$ cat config.mk
export PLATFORM = sky130hd
export DESIGN_NAME = wash_phase_seq
export DESIGN_NICKNAME = d
export VERILOG_FILES = /design/src/rtl/washmach_pkg.sv /design/src/rtl/wash_phase_seq_phase_timer.sv /design/src/rtl/wash_phase_seq.sv
export SDC_FILE = /design/constraint.sdc
export NUM_CORES = 1
export LEC_CHECK = 0
export ABC_AREA = 1
export CORE_ASPECT_RATIO = 1.25
export CORE_MARGIN = 5
export CORE_UTILIZATION = 59
export DETAILED_ROUTE_END_ITERATION = 8
export PLACE_DENSITY = 0.88
export SLEW_MARGIN = 5
export SYNTH_ARGS = -nofsm -noshare
export SYNTH_HDL_FRONTEND = slang
export SYNTH_SLANG_ARGS = --single-unit
$ cat constraint.sdc
create_clock -name clk -period 6.5 [get_ports clk]
set_input_delay 1.3 -clock clk [delete_from_list [all_inputs] [get_ports clk]]
set_output_delay 1.3 -clock clk [all_outputs]
set_load 0.01 [all_outputs]
$ cat src/rtl/washmach_pkg.sv
// Shared washing-machine definitions: FSM state encoding, phase bit indices,
// the empty-mode mask and phase sequencing helpers.
package washmach_pkg;

  typedef enum logic [2:0] {
    ST_IDLE  = 3'd0,
    ST_WASH  = 3'd1,
    ST_RINSE = 3'd2,
    ST_DRY   = 3'd3,
    ST_PAUSE = 3'd4,
    ST_DONE  = 3'd5
  } state_t;

  localparam int PH_WASH  = 0;
  localparam int PH_RINSE = 1;
  localparam int PH_DRY   = 2;

  localparam logic [2:0] MODE_NONE = 3'b000;

  function automatic logic [2:0] phase_onehot(input state_t s);
    logic [2:0] v;
    v = 3'b000;
    case (s)
      ST_WASH:  v[PH_WASH]  = 1'b1;
      ST_RINSE: v[PH_RINSE] = 1'b1;
      ST_DRY:   v[PH_DRY]   = 1'b1;
      default:  v = 3'b000;
    endcase
    return v;
  endfunction

  // From ST_IDLE this yields the first enabled phase; ST_DONE when none remain.
  function automatic state_t next_phase(input state_t s, input logic [2:0] m);
    state_t n;
    n = ST_DONE;
    case (s)
      ST_IDLE: begin
        if (m[PH_WASH])       n = ST_WASH;
        else if (m[PH_RINSE]) n = ST_RINSE;
        else if (m[PH_DRY])   n = ST_DRY;
      end
      ST_WASH: begin
        if (m[PH_RINSE])      n = ST_RINSE;
        else if (m[PH_DRY])   n = ST_DRY;
      end
      ST_RINSE: begin
        if (m[PH_DRY])        n = ST_DRY;
      end
      default: n = ST_DONE;
    endcase
    return n;
  endfunction

endpackage

$ cat src/rtl/wash_phase_seq_phase_timer.sv
// Loadable phase down-counter stepped by the 1 Hz tick; flags the tick that
// takes it from 1 to 0, both combinationally and one cycle later as a register.
module phase_timer #(
  parameter int CNT_W = 8
) (
  input  logic             i_clk,
  input  logic             i_clr,
  input  logic             i_load,
  input  logic [CNT_W-1:0] i_load_val,
  input  logic             i_tick,
  input  logic             i_hold,
  output logic [CNT_W-1:0] o_cnt,
  output logic             o_expiring,
  output logic             o_expired
);

  logic [CNT_W-1:0] r_cnt;
  logic             r_expired;
  logic             w_step;

  assign w_step     = i_tick & ~i_hold & (r_cnt != '0);
  assign o_expiring = w_step & (r_cnt == CNT_W'(1));
  assign o_cnt      = r_cnt;
  assign o_expired  = r_expired;

  // A load on the expiring edge replaces the zero with the next phase length.
  always_ff @(posedge i_clk) begin
    if (i_clr) begin
      r_cnt     <= '0;
      r_expired <= 1'b0;
    end else begin
      r_expired <= o_expiring;
      if (i_load)      r_cnt <= i_load_val;
      else if (w_step) r_cnt <= r_cnt - CNT_W'(1);
    end
  end

endmodule

$ cat src/rtl/wash_phase_seq.sv
// Washing-cycle sequencer: runs enabled wash/rinse/dry phases timed by tick.
// Define WASHMACH_AUTO_OFF_EN to request power-off AUTO_OFF_T ticks into DONE.
module wash_phase_seq
  import washmach_pkg::*;
#(
  parameter int CNT_W      = 8,
  parameter int WASH_T     = 3,
  parameter int RINSE_T    = 2,
  parameter int DRY_T      = 4,
  parameter int AUTO_OFF_T = 10
) (
  input  logic             clk,
  input  logic             rst,
  input  logic             power,
  input  logic             tick,
  input  logic             start_pause,
  input  logic [2:0]       mode,
  input  logic [2:0]       weight,
  output logic [2:0]       w_r_d_end,
  output logic [2:0]       phase,
  output logic [CNT_W-1:0] remain,
  output logic             running,
  output logic             done,
  output logic             auto_off,
  output logic [2:0]       dbg_state
);

`ifdef WASHMACH_AUTO_OFF_EN
  localparam bit AUTO_EN = 1'b1;
`else
  localparam bit AUTO_EN = 1'b0;
`endif
  localparam int OFF_W = $clog2(AUTO_OFF_T + 1);

  state_t           r_state, w_next, r_held;
  logic [2:0]       r_mode, r_wt, w_wt_in, r_end_ph;
  logic [OFF_W-1:0] r_off_cnt;
  logic             r_auto_off, w_auto_off_now;
  logic             w_clr, w_in_phase, w_hold, w_load;
  logic             w_expiring, w_expired;
  logic [CNT_W-1:0] w_load_val, w_cnt;

  function automatic logic [CNT_W-1:0] dur(input state_t s, input logic [2:0] wt);
    logic [CNT_W-1:0] t;
    case (s)
      ST_WASH:  t = CNT_W'(WASH_T);
      ST_RINSE: t = CNT_W'(RINSE_T);
      ST_DRY:   t = CNT_W'(DRY_T);
      default:  t = '0;
    endcase
    return CNT_W'(wt) * t;
  endfunction

  assign w_clr      = rst | ~power;
  assign w_wt_in    = (weight == 3'd0) ? 3'd1 : weight;
  assign w_in_phase = (r_state == ST_WASH) || (r_state == ST_RINSE) || (r_state == ST_DRY);
  // A button press in the same cycle as a tick pauses and swallows that tick.
  assign w_hold     = ~w_in_phase | start_pause;

  phase_timer #(.CNT_W(CNT_W)) u_timer (
    .i_clk      (clk),
    .i_clr      (w_clr),
    .i_load     (w_load),
    .i_load_val (w_load_val),
    .i_tick     (tick),
    .i_hold     (w_hold),
    .o_cnt      (w_cnt),
    .o_expiring (w_expiring),
    .o_expired  (w_expired)
  );

  always_ff @(posedge clk) begin
    if (w_clr) r_state <= ST_IDLE;
    else       r_state <= w_next;
  end

  always_ff @(posedge clk) begin
    if (w_clr) begin
      r_mode     <= 3'b000;
      r_wt       <= 3'b000;
      r_held     <= ST_IDLE;
      r_end_ph   <= 3'b000;
      r_auto_off <= 1'b0;
      r_off_cnt  <= '0;
    end else begin
      if (r_state == ST_IDLE && start_pause && mode != MODE_NONE) begin
        r_mode <= mode;
        r_wt   <= w_wt_in;
      end
      if (w_in_phase && start_pause) r_held <= r_state;
      if (w_expiring) r_end_ph <= phase_onehot(r_state);
      r_auto_off <= w_auto_off_now;
      if (r_state != ST_DONE) r_off_cnt <= '0;
      else if (tick)          r_off_cnt <= r_off_cnt + OFF_W'(1);
    end
  end

  always_comb begin
    w_next         = r_state;
    w_load         = 1'b0;
    w_load_val     = '0;
    w_auto_off_now = 1'b0;
    case (r_state)
      ST_IDLE: begin
        if (start_pause && mode != MODE_NONE) begin
          w_next     = next_phase(ST_IDLE, mode);
          w_load     = 1'b1;
          w_load_val = dur(w_next, w_wt_in);
        end
      end
      ST_WASH, ST_RINSE, ST_DRY: begin
        if (start_pause) begin
          w_next = ST_PAUSE;
        end else if (w_expiring) begin
          w_next     = next_phase(r_state, r_mode);
          w_load     = 1'b1;
          w_load_val = dur(w_next, r_wt);
        end
      end
      ST_PAUSE: begin
        if (start_pause) w_next = r_held;
      end
      ST_DONE: begin
        if (start_pause) begin
          w_next = ST_IDLE;
        end else if (AUTO_EN && tick && r_off_cnt == OFF_W'(AUTO_OFF_T - 1)) begin
          w_next         = ST_IDLE;
          w_auto_off_now = 1'b1;
        end
      end
      default: w_next = ST_IDLE;
    endcase
  end

  always_comb begin
    phase   = phase_onehot(r_state);
    remain  = w_cnt;
    running = w_in_phase;
    done    = (r_state == ST_DONE);
    if (r_state == ST_PAUSE) phase = phase_onehot(r_held);
    if (!(w_in_phase || r_state == ST_PAUSE)) remain = '0;
  end

  assign w_r_d_end = w_expired ? r_end_ph : 3'b000;
  assign auto_off  = r_auto_off;
  assign dbg_state = r_state;

endmodule

Yosys cells after proc, flatten, opt, wreduce, memory -nomap -nowiden
Cells that the tools add are included.
{ "classes": {"add_sub_neg": 1, "mul": 2, "eq_ne": 19, "mux": 45, "bitwise_logic": 8, "n_reduce_logical": 14} }
{ "ops": {"columns": ["operator", "n"], "rows": [
  ["8-bit 2-to-1 mux", 11],
  ["3-bit 2-to-1 mux", 19],
  ["3-bit one-hot mux with 3 select lines", 3],
  ["3-bit by 2-bit equality test with 1-bit output (second input constant)", 8],
  ["3-bit by 8-bit multiplier with 8-bit output", 2],
  ["8-bit one-hot mux with 2 select lines", 1],
  ["3-bit by 1-bit equality test with 1-bit output (second input constant)", 4],
  ["3-bit one-hot mux with 4 select lines", 1],
  ["1-bit 2-to-1 mux", 9],
  ["8-bit by 1-bit equality test with 1-bit output (second input constant)", 1],
  ["8-bit nonzero test", 1],
  ["8-bit by 1-bit subtractor with 8-bit output (second input constant)", 1],
  ["3-bit equality test (second input constant)", 2],
  ["3-bit zero test", 2],
  ["1-bit logical AND", 4],
  ["2-bit inequality test (second input constant)", 2],
  ["4-bit AND reduction", 1],
  ["1-bit bitwise AND", 3],
  ["1-bit logical OR", 3],
  ["3-bit by 2-bit inequality test with 1-bit output (second input constant)", 1],
  ["1-bit NOT", 3],
  ["3-bit nonzero test", 1],
  ["3-bit OR reduction", 1],
  ["2-bit by 1-bit inequality test with 1-bit output (second input constant)", 1],
  ["other kinds (3)", 4]
]} }
{ "word_totals": {"regBits": 24, "in_bits": 11, "out_inout_bits": 20} }

Longest topological paths before layout
{ "logic_depth": {"word_depth": 22, "ltp_mapped": 16, "ltp_nobuf": 16} }

Modules after synthesis
A second synthesis with hierarchy kept.
{ "hier_totals": {"hier_cells": 323, "area_unflattened_um2": 2093.3} }
{ "modules_own_cells": {"columns": ["module", "instances", "cells_each", "area_each_um2", "seq_area_each_um2"], "rows": [
  ["wash_phase_seq", 1, 221, 1467.7, 300.3],
  ["phase_timer", 1, 102, 625.6, 180.2]
]} }

Least setup slack after synthesis
No wires, ideal clock.
{ "synth_timing": {"path_kind": "in2reg", "from": "in mode[0]", "to": "reg u_timer.r_cnt[4] (netlist: u_timer.o_cnt[4])", "setup_time_ns": 0.135, "arrival_ns": 3.192, "required_ns": 6.365, "slack_ns": 3.173, "path_stages": 13, "n_path_buf": 0, "cell_sequence": "nor2_1 inv_1 nor2_1 nand2_1 fa_1 inv_1 ha_1 fa_1 xor2_1 nand2_1 nand3_1 nand2_1 a21oi_2"} }
{ "synth_via": {"elab_chain_cells": 11} }
{ "synth_rtl": {"columns": ["item", "line", "source"], "rows": [
  ["from (decl)", "wash_phase_seq.sv:17", "input logic [2:0] mode,"],
  ["3-bit 2-to-1 mux", "washmach_pkg.sv:38", "if (m[PH_WASH]) n = ST_WASH;"],
  ["3-bit 2-to-1 mux", "wash_phase_seq.sv:105", "if (start_pause && mode != MODE_NONE) begin"],
  ["3-bit 2-to-1 mux", "wash_phase_seq.sv:103", "case (r_state)"],
  ["3-bit by 2-bit equality test with 1-bit output or 3-bit by 1-bit equality test with 1-bit output (tied branches)", "wash_phase_seq.sv:45", "case (s)"],
  ["3-bit one-hot mux with 3 select lines", "wash_phase_seq.sv:45", null],
  ["8-bit 2-to-1 mux", "wash_phase_seq.sv:105", null],
  ["8-bit 2-to-1 mux", "wash_phase_seq.sv:103", null],
  ["3-bit by 8-bit multiplier with 8-bit output", "wash_phase_seq.sv:51", "return CNT_W'(wt) * t;"],
  ["8-bit 2-to-1 mux", "wash_phase_seq.sv:105", null],
  ["8-bit one-hot mux with 2 select lines", "wash_phase_seq.sv:103", null],
  ["8-bit 2-to-1 mux", "wash_phase_seq_phase_timer.sv:33", "if (i_load) r_cnt <= i_load_val;"],
  ["to (signal assigned)", "wash_phase_seq_phase_timer.sv:33", null],
  ["to (signal assigned)", "wash_phase_seq_phase_timer.sv:34", "else if (w_step) r_cnt <= r_cnt - CNT_W'(1);"],
  ["to (decl)", "wash_phase_seq_phase_timer.sv:17", "logic [CNT_W-1:0] r_cnt;"]
]} }
Parallel ways exist; a longest one is shown, timed or not. The select of a mux whose other input is x is not followed.
A chain may end at the register's enable or synchronous reset.

Final worst setup path
Ends and elaborated chain as after synthesis.

==> out/metrics.cfg <==
[worst_setup_path]
crit_type=input pin to flop
cp.arrival_ps=3910
critical_path_required_time_ps=6630
timing.critical_path.from=mode[0]
reg2regPathDepth=16
endpoint_kind=flop
critical_path.startpoint_type=input pin
crit_fanout=6
rrSetupSlack_ps=3340
rr_endpoint=u_timer.o_cnt[4]
r2r-start=dbg_state[2]
cp-endpoint=u_timer.o_cnt[4]

[sta]
grt_setup_unrepaired=false
finClkSkew_ps=2.03
finalSetupTns_ps=0
setup_viol=0
fmax_mhz=265
timing_max_transition_violations_final=0
hold_ws_ps=469
final_min_period_over_clock_period_pct=58.1
final_hold_viol_count=0
max-slew-margin-rel_pct=51.2
min_period_ps=3780
worst_slew_pin_slew_ps=729

[detailed_routing]
top_signal_layer_used=met4
wl_met1_mm=1.99
drt-wirelength-per-cell_um=13.3
detail_route.drc_violations=0
final_antenna_net_count=0
met2_wirelength_mm=2.60
initialDrtViolationCount=88
avgViaCountPerCell=5.44
drt-pass1-iter-count=5
wire_length_on_met3_um=215
route.vias.total=2012
route.final.wire_length_mm=4.91

[clock_tree]
cts_stage_hold_buffer_count=0
clockBufferDepth=2
clkSinkCount=24
cts.repair.resized=0
tritoncts.num_buffers=3
cts.htree.levels=1
post_cts_buffers=0
root_cell_of_the_clock_tree=clkbuf_8
clkLatencyLatePin_ps=250
clock_tree_from_tritoncts=built
path_clk_slew_ps=80

[placed_design]
placed_instance_area_um2=2360
routabilityCongestion=0.965
dp_hpwl_mm=3.99
port_buffers=29

[synthesis]
netlist-cell-type-count=39
mappedNetlistNets=331
synth-seq-area-share_pct=23.4
synth_compound_area_share_pct=16.0
post_synth.cell_area_avg_um2=6.77
syn_inst_count=303
synth_area_um2=2050
synth.area.mux_share_pct=0
asyncSetResetFlopFracSynth_pct=0
post_synth_edffs=0
synth_top_family_by_area=simple AND/OR/NAND/NOR gates
synth_fa_ha_area_share_pct=11.8
synth_flop_cell=dfxtp_1
synth-seq-cells=24
synth.yosys.warnings=0
synth_xor_xnor_area_share_pct=2.14
synth_simple_gate_area_share_pct=33.4

[layout]
post-route-cell-area_um2=2400
multi_input_logic_area_um2=1300
nets=361
fillerInstances=294
post_route_cells_drive_above_1_share_pct=10.6
area.growth.synth_to_final_pct=17.3
num_antenna_cells=0
ff_latch_area_um2=480

[floorplan]
top_level_ports=31
initial_core_util_pct=59.9
core_area_um2=3420
die_area_um2=4760
die_h_um=75.9
dieWidth_um=62.7
num_rows=24

[pwr]
peakVddDrop_uv=132
clock_power_share_pct=22.7
power.switching_mw=0.132
static_leakage_nw=1.12
seqPwrFrac_pct=42.7
power_switching_share_pct=35.5
power.density_cell_area_nw_per_um2=154
p_comb_share_pct=34.5
p_int_mw=0.239

[outcome]
outcome=completed

[grt]
antenna_found_initial=0
grt_pass1_wl_mm=8.67
overflow=0
grt_pass1_vias=2008
grt_start_max_net_pins=19
grtUsageTotal_pct=21.4

[worst_hold_path]
hold-path-cell-count=2
holdCritPathClass=flop to flop

[flow_run]
drv_cap=0

layer usage:
| layer | vias to the layer above | global-route usage (%) |
|---|---|---|
| li1 | 1025 | - |
| met1 | 913 | 25.8 |
| met2 | 64 | 38.1 |
| met3 | 10 | 3.25 |
| met4 | 0 | 7.43 |
| met5 | - | 0 |
state kept, by name, summed over array words and instances, names as in the netlist:
| signal | count |
|---|---|
| dbg_state | 3 |
| r_end_ph | 3 |
| r_held | 3 |
| r_mode | 3 |
| r_wt | 3 |
| u_timer.o_cnt | 8 |
| u_timer.o_expired | 1 |
power groups by stage:
stage / combinational (mW) / sequential [mW] / clock [mW]
after detailed placement: 0.127 / 0.162 / 0
after global routing: 0.144 / 0.159 / 0.0923
after global placement: 0.124 / 0.162 / 0
final: 0.128 / 0.159 / 0.0844
after CTS: 0.128 / 0.159 / 0.0853
after floorplan: 0.0940 / 0.161 / 0
metrics by stage:
step	std cells	setup slack [ps]	total power, mW	utilization [%]
after global placement	367	2560	0.286	69.0
after detailed placement	367	2460	0.289	69.0
after floorplan	303	3170	0.255	-
after global routing	370	2510	0.396	70.2
final	370	2720	0.371	70.2
after CTS	370	2720	0.371	70.2
cell usage in the layout (no fill, tap or decap), drive strengths merged, types with 2 or more instances in the layout:
master	netlist	final
a21oi	28	28
a31o	2	2
clkbuf	2	3
clkdlybuf4s50	0	29
dfxtp	24	24
fa	4	4
ha	13	13
inv	62	62
nand2	57	57
nand3	21	21
nand3b	2	2
nand4	3	3
nor2	42	42
nor3	5	5
o21ai	23	23
xor2	5	5
layout make-up:
cell class                      count  share of cell area [%]
Multi-Input combinational cell    213                    54.2
Sequential cell                    24                    20.0
Timing Repair Buffer               29                    12.1
Inverter                           62                    9.99
Tap cell                           39                    2.03
Clock buffer                        3                    1.72
worst min-delay path by stage:
stage                              to   startpoint
after floorplan           r_end_ph[0]  r_end_ph[0]
final                     r_end_ph[2]  r_end_ph[2]
after global routing      r_end_ph[2]  r_end_ph[2]
after CTS                 r_end_ph[2]  r_end_ph[2]
after global placement    r_end_ph[1]  r_end_ph[1]
after detailed placement  r_end_ph[2]  r_end_ph[2]
worst max-delay path, stage by stage:
cell,delay [ps]
clkdlybuf4s50_1,490
nor2_1,260
inv_1,100
nor2_1,130
nand2_1,80
fa_1,490
inv_1,40
ha_1,220
fa_1,380
xor2_1,150
nand2_1,60
nand3_1,70
nand2_1,80
a21oi_2,50
synthesized netlist by cell type, types with 5 or more instances:
master	instances	area share, %
o21ai_0	16	3.9
inv_2	5	0.92
xor2_1	5	2.1
a21oi_1	24	5.9
inv_1	54	9.9
nand2_1	52	9.5
ha_1	13	7.9
dfxtp_1	24	23
nor2_1	35	6.4
o21ai_1	7	1.7
nand3_1	18	4.4
cells by family after synthesis:
logic type | count (synthesis)
flip-flops | 24
AND/OR/NAND/NOR | 132
adder cells (fa/ha/maj) | 17
buffers and inverters | 66
other | 1
XOR/XNOR | 5
AO/OA/AOI/OAI | 58
No activity file was read; power rests on OpenSTA's default activity.
